### config.mk
export PLATFORM = sky130hd
export DESIGN_NAME = multicycle_datapath
export DESIGN_NICKNAME = d
export VERILOG_FILES = /design/src/rtl/multicycle_datapath.sv
export SDC_FILE = /design/constraint.sdc
export NUM_CORES = 2
export LEC_CHECK = 0
export CORE_UTILIZATION = 65
export CTS_BUF_LIST = sky130_fd_sc_hd__clkbuf_4
export CTS_CLUSTER_DIAMETER = 80
export DETAILED_ROUTE_END_ITERATION = 10
export HOLD_SLACK_MARGIN = 0.06
export PLACE_DENSITY = 0.84
export RECOVER_POWER = 50
export SKIP_CTS_REPAIR_TIMING = 1
export SYNTH_ARGS = -nofsm -noshare
export SYNTH_HDL_FRONTEND = slang
export SYNTH_SLANG_ARGS = --single-unit
### constraint.sdc
create_clock -name clk -period 40.8 [get_ports clk]
set_input_delay 12.24 -clock clk [delete_from_list [all_inputs] [get_ports clk]]
set_output_delay 12.24 -clock clk [all_outputs]
set_load 0.02 [all_outputs]
### src/rtl/multicycle_datapath.sv
// ---------------------------------------------------------------------------
// multicycle_datapath
//
// Multicycle CPU core. A single FSM steps each instruction through
// FETCH -> DECODE -> EXEC (-> MEM) and back to FETCH. One memory port is
// shared by instruction fetch and LDR/STR. It uses a req/ack handshake, so
// memory latency can vary. HALT parks the core until reset.
//
// Optional feature:
//   MULTICYCLE_DATAPATH_MUL_EN  - when defined, opcode 9 is MUL
//                                 (rd = low WIDTH bits of rn*rm).
//                                 When undefined, opcode 9 is a NOP and no
//                                 multiplier is built.
//
// Parameters:
//   WIDTH    data / register / memory word width (>= 16)
//   ADDR_W   memory address and PC width
//   NREGS    architectural registers (8 or 16). Index >= NREGS reads 0, write ignored.
//   PC_STEP  PC increment per instruction, in address units
//   RESET_PC PC value after reset
//
// Ports:
//   clk        rising-edge clock
//   reset      asynchronous, active-high reset
//   mem_req    memory request, held until mem_ack is sampled
//   mem_we     1 = store, 0 = read (fetch or LDR)
//   mem_addr   request address
//   mem_wdata  store data
//   mem_rdata  read data, valid in the cycle mem_ack = 1
//   mem_ack    completes the request on the same rising edge
//   pc         current PC
//   alu_flags  {N,Z,C,V}
//   retire     one-cycle pulse per completed instruction. It is registered,
//              so it is high in the cycle after the completing edge.
//   halted     high while in HALT
//
// Instruction word = mem_rdata[15:0]:
//   op[15:12] rd[11:8] rn[7:4] rm/imm4[3:0]; imm8 = [7:0]
// ---------------------------------------------------------------------------
module multicycle_datapath #(
  parameter int                WIDTH    = 32,
  parameter int                ADDR_W   = 32,
  parameter int                NREGS    = 16,
  parameter int                PC_STEP  = 1,
  parameter logic [ADDR_W-1:0] RESET_PC = '0
) (
  input  logic              clk,
  input  logic              reset,
  output logic              mem_req,
  output logic              mem_we,
  output logic [ADDR_W-1:0] mem_addr,
  output logic [WIDTH-1:0]  mem_wdata,
  input  logic [WIDTH-1:0]  mem_rdata,
  input  logic              mem_ack,
  output logic [ADDR_W-1:0] pc,
  output logic [3:0]        alu_flags,
  output logic              retire,
  output logic              halted
);

  localparam int RIDX = $clog2(NREGS);
  localparam logic [ADDR_W-1:0] STEP = ADDR_W'(PC_STEP);

  localparam logic [3:0] OP_ADD  = 4'h0;
  localparam logic [3:0] OP_SUB  = 4'h1;
  localparam logic [3:0] OP_AND  = 4'h2;
  localparam logic [3:0] OP_ORR  = 4'h3;
  localparam logic [3:0] OP_ADDI = 4'h4;
  localparam logic [3:0] OP_LDR  = 4'h5;
  localparam logic [3:0] OP_STR  = 4'h6;
  localparam logic [3:0] OP_B    = 4'h7;
  localparam logic [3:0] OP_BEQ  = 4'h8;
`ifdef MULTICYCLE_DATAPATH_MUL_EN
  localparam logic [3:0] OP_MUL  = 4'h9;
`endif
  localparam logic [3:0] OP_HALT = 4'hF;

  typedef enum logic [2:0] {
    S_FETCH,
    S_DECODE,
    S_EXEC,
    S_MEM,
    S_HALT
  } state_t;

  state_t              state_reg;
  logic [ADDR_W-1:0]   pc_reg;
  logic [15:0]         instr_reg;
  logic [WIDTH-1:0]    a_reg;
  logic [WIDTH-1:0]    b_reg;
  logic [WIDTH-1:0]    d_reg;
  logic [3:0]          flags_reg;
  logic                mem_req_reg;
  logic                mem_we_reg;
  logic [ADDR_W-1:0]   mem_addr_reg;
  logic [WIDTH-1:0]    mem_wdata_reg;
  logic                retire_reg;
  logic                halted_reg;

  // Instruction fields
  logic [3:0]          f_op;
  logic [3:0]          f_rd;
  logic [3:0]          f_rn;
  logic [3:0]          f_rm;
  logic signed [7:0]   f_imm8;

  assign f_op   = instr_reg[15:12];
  assign f_rd   = instr_reg[11:8];
  assign f_rn   = instr_reg[7:4];
  assign f_rm   = instr_reg[3:0];
  assign f_imm8 = instr_reg[7:0];

  // -------------------------------------------------------------------------
  // Register file: one flop bank per register. A write whose rd is outside
  // 0..NREGS-1 matches no bank, so it is dropped.
  // -------------------------------------------------------------------------
  logic [WIDTH-1:0]    rf [NREGS];
  logic                rf_we;
  logic [WIDTH-1:0]    rf_wdata;

  genvar gi;
  generate
    for (gi = 0; gi < NREGS; gi++) begin : g_rf
      logic [WIDTH-1:0] q_reg;

      always_ff @(posedge clk or posedge reset) begin
        if (reset) begin
          q_reg <= '0;
        end else if (rf_we && (f_rd == 4'(gi))) begin
          q_reg <= rf_wdata;
        end
      end

      assign rf[gi] = q_reg;
    end
  endgenerate

  // Read ports. An out-of-range index reads as zero.
  logic [WIDTH-1:0] rn_val;
  logic [WIDTH-1:0] rm_val;
  logic [WIDTH-1:0] rd_val;

  always_comb begin
    rn_val = '0;
    rm_val = '0;
    rd_val = '0;
    if ({1'b0, f_rn} < 5'(NREGS)) rn_val = rf[f_rn[RIDX-1:0]];
    if ({1'b0, f_rm} < 5'(NREGS)) rm_val = rf[f_rm[RIDX-1:0]];
    if ({1'b0, f_rd} < 5'(NREGS)) rd_val = rf[f_rd[RIDX-1:0]];
  end

  // ADDI/LDR/STR take the zero-extended imm4 as their B operand.
  logic uses_imm;
  assign uses_imm = (f_op == OP_ADDI) || (f_op == OP_LDR) || (f_op == OP_STR);

  // -------------------------------------------------------------------------
  // ALU
  // alu_upd marks the ops that write rd and update flags.
  // AND/ORR/MUL recompute only N and Z; they carry C and V forward.
  // -------------------------------------------------------------------------
  logic [WIDTH:0]   sum_ext;
  logic [WIDTH-1:0] diff;
  logic [WIDTH-1:0] alu_res;
  logic             alu_c;
  logic             alu_v;
  logic             alu_upd;
  logic [3:0]       alu_flags_next;

  assign sum_ext = {1'b0, a_reg} + {1'b0, b_reg};
  assign diff    = a_reg - b_reg;

  always_comb begin
    alu_res = '0;
    alu_c   = flags_reg[1];
    alu_v   = flags_reg[0];
    alu_upd = 1'b0;
    case (f_op)
      OP_ADD, OP_ADDI: begin
        alu_res = sum_ext[WIDTH-1:0];
        alu_c   = sum_ext[WIDTH];
        alu_v   = (a_reg[WIDTH-1] == b_reg[WIDTH-1]) &&
                  (sum_ext[WIDTH-1] != a_reg[WIDTH-1]);
        alu_upd = 1'b1;
      end
      OP_SUB: begin
        alu_res = diff;
        alu_c   = (a_reg >= b_reg);
        alu_v   = (a_reg[WIDTH-1] != b_reg[WIDTH-1]) &&
                  (diff[WIDTH-1] != a_reg[WIDTH-1]);
        alu_upd = 1'b1;
      end
      OP_AND: begin
        alu_res = a_reg & b_reg;
        alu_upd = 1'b1;
      end
      OP_ORR: begin
        alu_res = a_reg | b_reg;
        alu_upd = 1'b1;
      end
`ifdef MULTICYCLE_DATAPATH_MUL_EN
      OP_MUL: begin
        alu_res = a_reg * b_reg;
        alu_upd = 1'b1;
      end
`endif
      default: ;
    endcase
    alu_flags_next = {alu_res[WIDTH-1], (alu_res == '0), alu_c, alu_v};
  end

  // -------------------------------------------------------------------------
  // PC arithmetic. It wraps modulo 2^ADDR_W.
  // The branch offset is sign-extended imm8 scaled by the PC step.
  // -------------------------------------------------------------------------
  logic [ADDR_W-1:0] pc_inc;
  logic [ADDR_W-1:0] br_target;
  logic              br_taken;
  logic [ADDR_W-1:0] exec_pc;
  logic [ADDR_W-1:0] ls_addr;
  logic [WIDTH-1:0]  ls_sum;

  assign pc_inc    = pc_reg + STEP;
  assign br_target = pc_inc + (ADDR_W'(f_imm8) * STEP);
  assign br_taken  = (f_op == OP_B) || ((f_op == OP_BEQ) && flags_reg[2]);
  assign exec_pc   = br_taken ? br_target : pc_inc;
  // The load/store address is the WIDTH-bit sum, resized to ADDR_W.
  assign ls_sum    = sum_ext[WIDTH-1:0];
  assign ls_addr   = ADDR_W'(ls_sum);

  // Register write port.
  // - EXEC: ALU results.
  // - MEM, on ack: LDR data.
  always_comb begin
    rf_we    = 1'b0;
    rf_wdata = alu_res;
    if ((state_reg == S_EXEC) && alu_upd) begin
      rf_we = 1'b1;
    end else if ((state_reg == S_MEM) && mem_ack && (f_op == OP_LDR)) begin
      rf_we    = 1'b1;
      rf_wdata = mem_rdata;
    end
  end

  // -------------------------------------------------------------------------
  // Sequencer. Completing states raise mem_req for the next fetch on the
  // same edge, so fetch starts without a bubble. The only FETCH cycle
  // with mem_req low is the first one after reset.
  // -------------------------------------------------------------------------
  always_ff @(posedge clk or posedge reset) begin
    if (reset) begin
      state_reg     <= S_FETCH;
      pc_reg        <= RESET_PC;
      instr_reg     <= '0;
      a_reg         <= '0;
      b_reg         <= '0;
      d_reg         <= '0;
      flags_reg     <= '0;
      mem_req_reg   <= 1'b0;
      mem_we_reg    <= 1'b0;
      mem_addr_reg  <= RESET_PC;
      mem_wdata_reg <= '0;
      retire_reg    <= 1'b0;
      halted_reg    <= 1'b0;
    end else begin
      retire_reg <= 1'b0;
      case (state_reg)
        S_FETCH: begin
          if (!mem_req_reg) begin
            mem_req_reg  <= 1'b1;
            mem_we_reg   <= 1'b0;
            mem_addr_reg <= pc_reg;
          end else if (mem_ack) begin
            instr_reg   <= mem_rdata[15:0];
            mem_req_reg <= 1'b0;
            state_reg   <= S_DECODE;
          end
        end

        S_DECODE: begin
          a_reg     <= rn_val;
          b_reg     <= uses_imm ? WIDTH'(f_rm) : rm_val;
          d_reg     <= rd_val;
          state_reg <= S_EXEC;
        end

        S_EXEC: begin
          case (f_op)
            OP_LDR, OP_STR: begin
              mem_req_reg   <= 1'b1;
              mem_we_reg    <= (f_op == OP_STR);
              mem_addr_reg  <= ls_addr;
              mem_wdata_reg <= d_reg;
              state_reg     <= S_MEM;
            end
            OP_HALT: begin
              retire_reg <= 1'b1;
              halted_reg <= 1'b1;
              state_reg  <= S_HALT;
            end
            default: begin
              // ALU ops, branches and NOPs all finish here.
              if (alu_upd) flags_reg <= alu_flags_next;
              pc_reg       <= exec_pc;
              mem_req_reg  <= 1'b1;
              mem_we_reg   <= 1'b0;
              mem_addr_reg <= exec_pc;
              retire_reg   <= 1'b1;
              state_reg    <= S_FETCH;
            end
          endcase
        end

        S_MEM: begin
          // Outputs stay frozen while waiting for ack.
          if (mem_ack) begin
            pc_reg       <= pc_inc;
            mem_req_reg  <= 1'b1;
            mem_we_reg   <= 1'b0;
            mem_addr_reg <= pc_inc;
            retire_reg   <= 1'b1;
            state_reg    <= S_FETCH;
          end
        end

        S_HALT: ;

        default: state_reg <= S_FETCH;
      endcase
    end
  end

  assign mem_req   = mem_req_reg;
  assign mem_we    = mem_we_reg;
  assign mem_addr  = mem_addr_reg;
  assign mem_wdata = mem_wdata_reg;
  assign pc        = pc_reg;
  assign alu_flags = flags_reg;
  assign retire    = retire_reg;
  assign halted    = halted_reg;

endmodule
==> run_results.csv <==
group,metric,value,unit
final_layout,final_area,0.0511,mm2
worst_setup_path,crit_chain,"dlygate4sd3_1, clkinvlp_2, clkbuf_1",
routing,drtIter0Drc,5593,
logic_synthesis,yosys.area.top_type_share,38.8,%
logic_synthesis,ys_async_sr_fraction,100,%
final_layout,drive_gt1_share,21.4,%
status,violations,"max-capacitance violations, max-slew violations",
logic_synthesis,synthFlopType,"dfrtp_1",
logic_synthesis,syn_inst,4473,
placed_design,dpl_cell_area,0.0489,mm2
placed_design,port_buffers,138,
global_route,antenna_found_initial,7,
timing,fin_crit,23.92,ns
routing,firstDrtPassIters,6,
worst_setup_path,worst_path_max_delay_cell,"clkbuf_1",
floorplanning,core_area,0.0716,mm2
timing,max-slew-margin-rel,-447,%
placed_design,dpl.cell_count,5267,
floorplanning,start_util,65.8,%
routing,route.detailed.drc,0,
logic_synthesis,synthesis.nets,4643,
worst_hold_path,min_path_type,"reg -> reg",
global_route,grt_usage,41.3,%
cts,cts_root_buf,"clkbuf_4",
logic_synthesis,synth_seq_cells,731,
timing,setup_viol_count_final,0,
logic_synthesis,yosysTopAreaCell,"dfrtp_1",
timing,rsz0062_at_grt,"no",
worst_setup_path,crit_type,"in -> async",
worst_setup_path,reg2reg_slack,30.60,ns
routing,post_drt_wl_per_cell,26.6,um
placed_design,routabilityCongestion,0.969,
pwr,power_density,84.3,mW/mm2
logic_synthesis,synth_area,0.0471,mm2
final_layout,layout_common_cells,"dfrtp_1 (722), nand2_1 (689), o21ai_0 (567)",
logic_synthesis,synth-edff-count,0,
timing,fin_crit_sh,58.6,%
final_layout,final_common_cell,"dfrtp_1",
timing,fmax,41.8,MHz
flow_run,drv_cap,21,
cts,clk_latency,1.10,ns
logic_synthesis,syn_avg_cell_area,10.5,um2
routing,viasPerCell,7.14,
final_layout,final_core_util,71.4,%
global_route,grt_pass1_vias,40500,
routing,num_vias,40000,
cts,cts.sinks,731,
worst_setup_path,cp-start-kind,"input port",
worst_setup_path,timing.critical_path.slowest_cell_delay,5.92,ns
final_layout,area_growth,8.50,%
worst_setup_path,cp.required,38.71,ns
global_route,grt_overflow,0,
status,status,"finished with violations",
floorplanning,io_pins,139,
global_route,grt_pass1_wl,231000,um
final_layout,nets,4674,
placed_design,place_hpwl,95600,um
global_route,grt_max_degree,162,
worst_setup_path,end_kind,"asynchronous set/reset pin",
cts,ctsLongestPathBuffers,3,
logic_synthesis,synth_area_leaders,"dfrtp_1 (39%), mux4_2 (23%), o21ai_0 (6.0%)",
logic_synthesis,synth.distinct_cells,103,
cts,htreeDepth,4,
floorplanning,die_y,271,um
logic_synthesis,ys_seq_area_share,38.8,%
final_layout,stdcell_count,5599,
routing,drt-total-wl,149000,um
worst_setup_path,critPathArrivalTime,21.83,ns
floorplanning,chipWidth,271,um
cts,clk_pin_slew,0.06,ns
cts,cts_tree,"done",
pwr,peakVddDrop,0.0552,mV
timing,tns,0,ns
floorplanning,dieArea,0.0735,mm2
routing,ant_nets,0,
final_layout,largest_register_ffs,512,
timing,finalMaxSlewViolations,1193,
cts,cts_buffers,184,
worst_setup_path,critPathMaxFanout,161,
timing,tightest_slew,8.21,ns
floorplanning,rows,98,
timing,finClkSkew,0.0649,ns
timing,final_hold_viol_count,0,
pwr,p_leak,21.3,nW
logic_synthesis,yosys_warnings,0,
-- per-layer routing --
layer  GRT usage (%)  share of wire, %
met4            25.6               6.7
met2            63.3                46
met1            51.1                34
met5               0             0.028
met3            13.4                14
-- logic make-up after synthesis --
group | synth area share (%)
AND/OR/NAND/NOR | 11.5
AO/OA/AOI/OAI | 15.2
flip-flops | 38.8
multiplexers | 25.1
buffers and inverters | 4.10
adder cells (fa/ha/maj) | 3.63
XOR/XNOR | 1.58
-- Yosys cell counts, drive strengths merged (8+ instances only) --
cell,number
xor2,31
a21o,28
a221oi,30
dfrtp,731
xnor2,54
a21oi,282
or3,18
nand2,701
a221o,8
o21ai,603
a31oi,17
mux4,477
o22ai,11
a211oi,22
nor4,24
a21boi,10
nor3,62
mux2,81
clkbuf,264
nor2b,22
nand4,15
mux2i,17
nand3,49
o31ai,15
a22oi,13
and3,17
nor2,279
ha,132
nand2b,26
and2,11
o21a,11
o211ai,28
a22o,31
buf,106
o21bai,18
or2,8
inv,115
-- layout make-up --
class,count,area (um2)
fillers,4855,20500
clock inverters,71,343
well taps,950,1190
repair buffers,215,1900
diodes,3,7.51
clock buffers,257,1930
flip-flops and latches,731,18300
inverters,115,433
multi-input cells,3257,27000
-- report_power, final --
part | internal (W) | switching (W) | total, W
logic | 0.00102 | 0.00138 | 0.00240
clock network | 0.000294 | 0.000325 | 0.000619
registers | 0.000955 | 0.000331 | 0.00129
total | 0.00227 | 0.00204 | 0.00431
-- path summary, 6_finish.rpt --
| check | startpoint | endpoint | cells past startpoint |
|---|---|---|---|
| min in group asynchronous | reset | mem_addr[26]$_DFFE_PP0P_ | 2 |
| max in group clk | mem_ack | g_rf[6].q_reg[9]$_DFFE_PP0P_ | 10 |
| setup reg to reg | instr_reg[4]$_DFFE_PP0P_ | a_reg[15]$_DFFE_PP0P_ | 4 |
| hold / removal | d_reg[26]$_DFFE_PP0P_ | mem_wdata[26]$_DFFE_PP0P_ | 2 |
| setup / recovery | reset | instr_reg[7]$_DFFE_PP0P_ | 3 |
| hold reg to reg | d_reg[26]$_DFFE_PP0P_ | mem_wdata[26]$_DFFE_PP0P_ | 2 |
-- metrics by stage --
step | hold slack, ns | total power, W | setup slack [ns]
finish | 0.420 | 0.00431 | 16.88
global route | 0.438 | 0.00452 | 14.36
CTS | 0.401 | 0.00423 | 25.95
detailed placement | 0.456 | 0.00361 | 24.80
global placement | 0.449 | 0.00353 | 24.97
floorplan | 0.441 | 0.00290 | 8.05
-- worst max-delay path, delay by kind of cell --
family	cells	cell delay (ns)
buffers and inverters	3	9.28
Power figures use the tool's default switching activity.
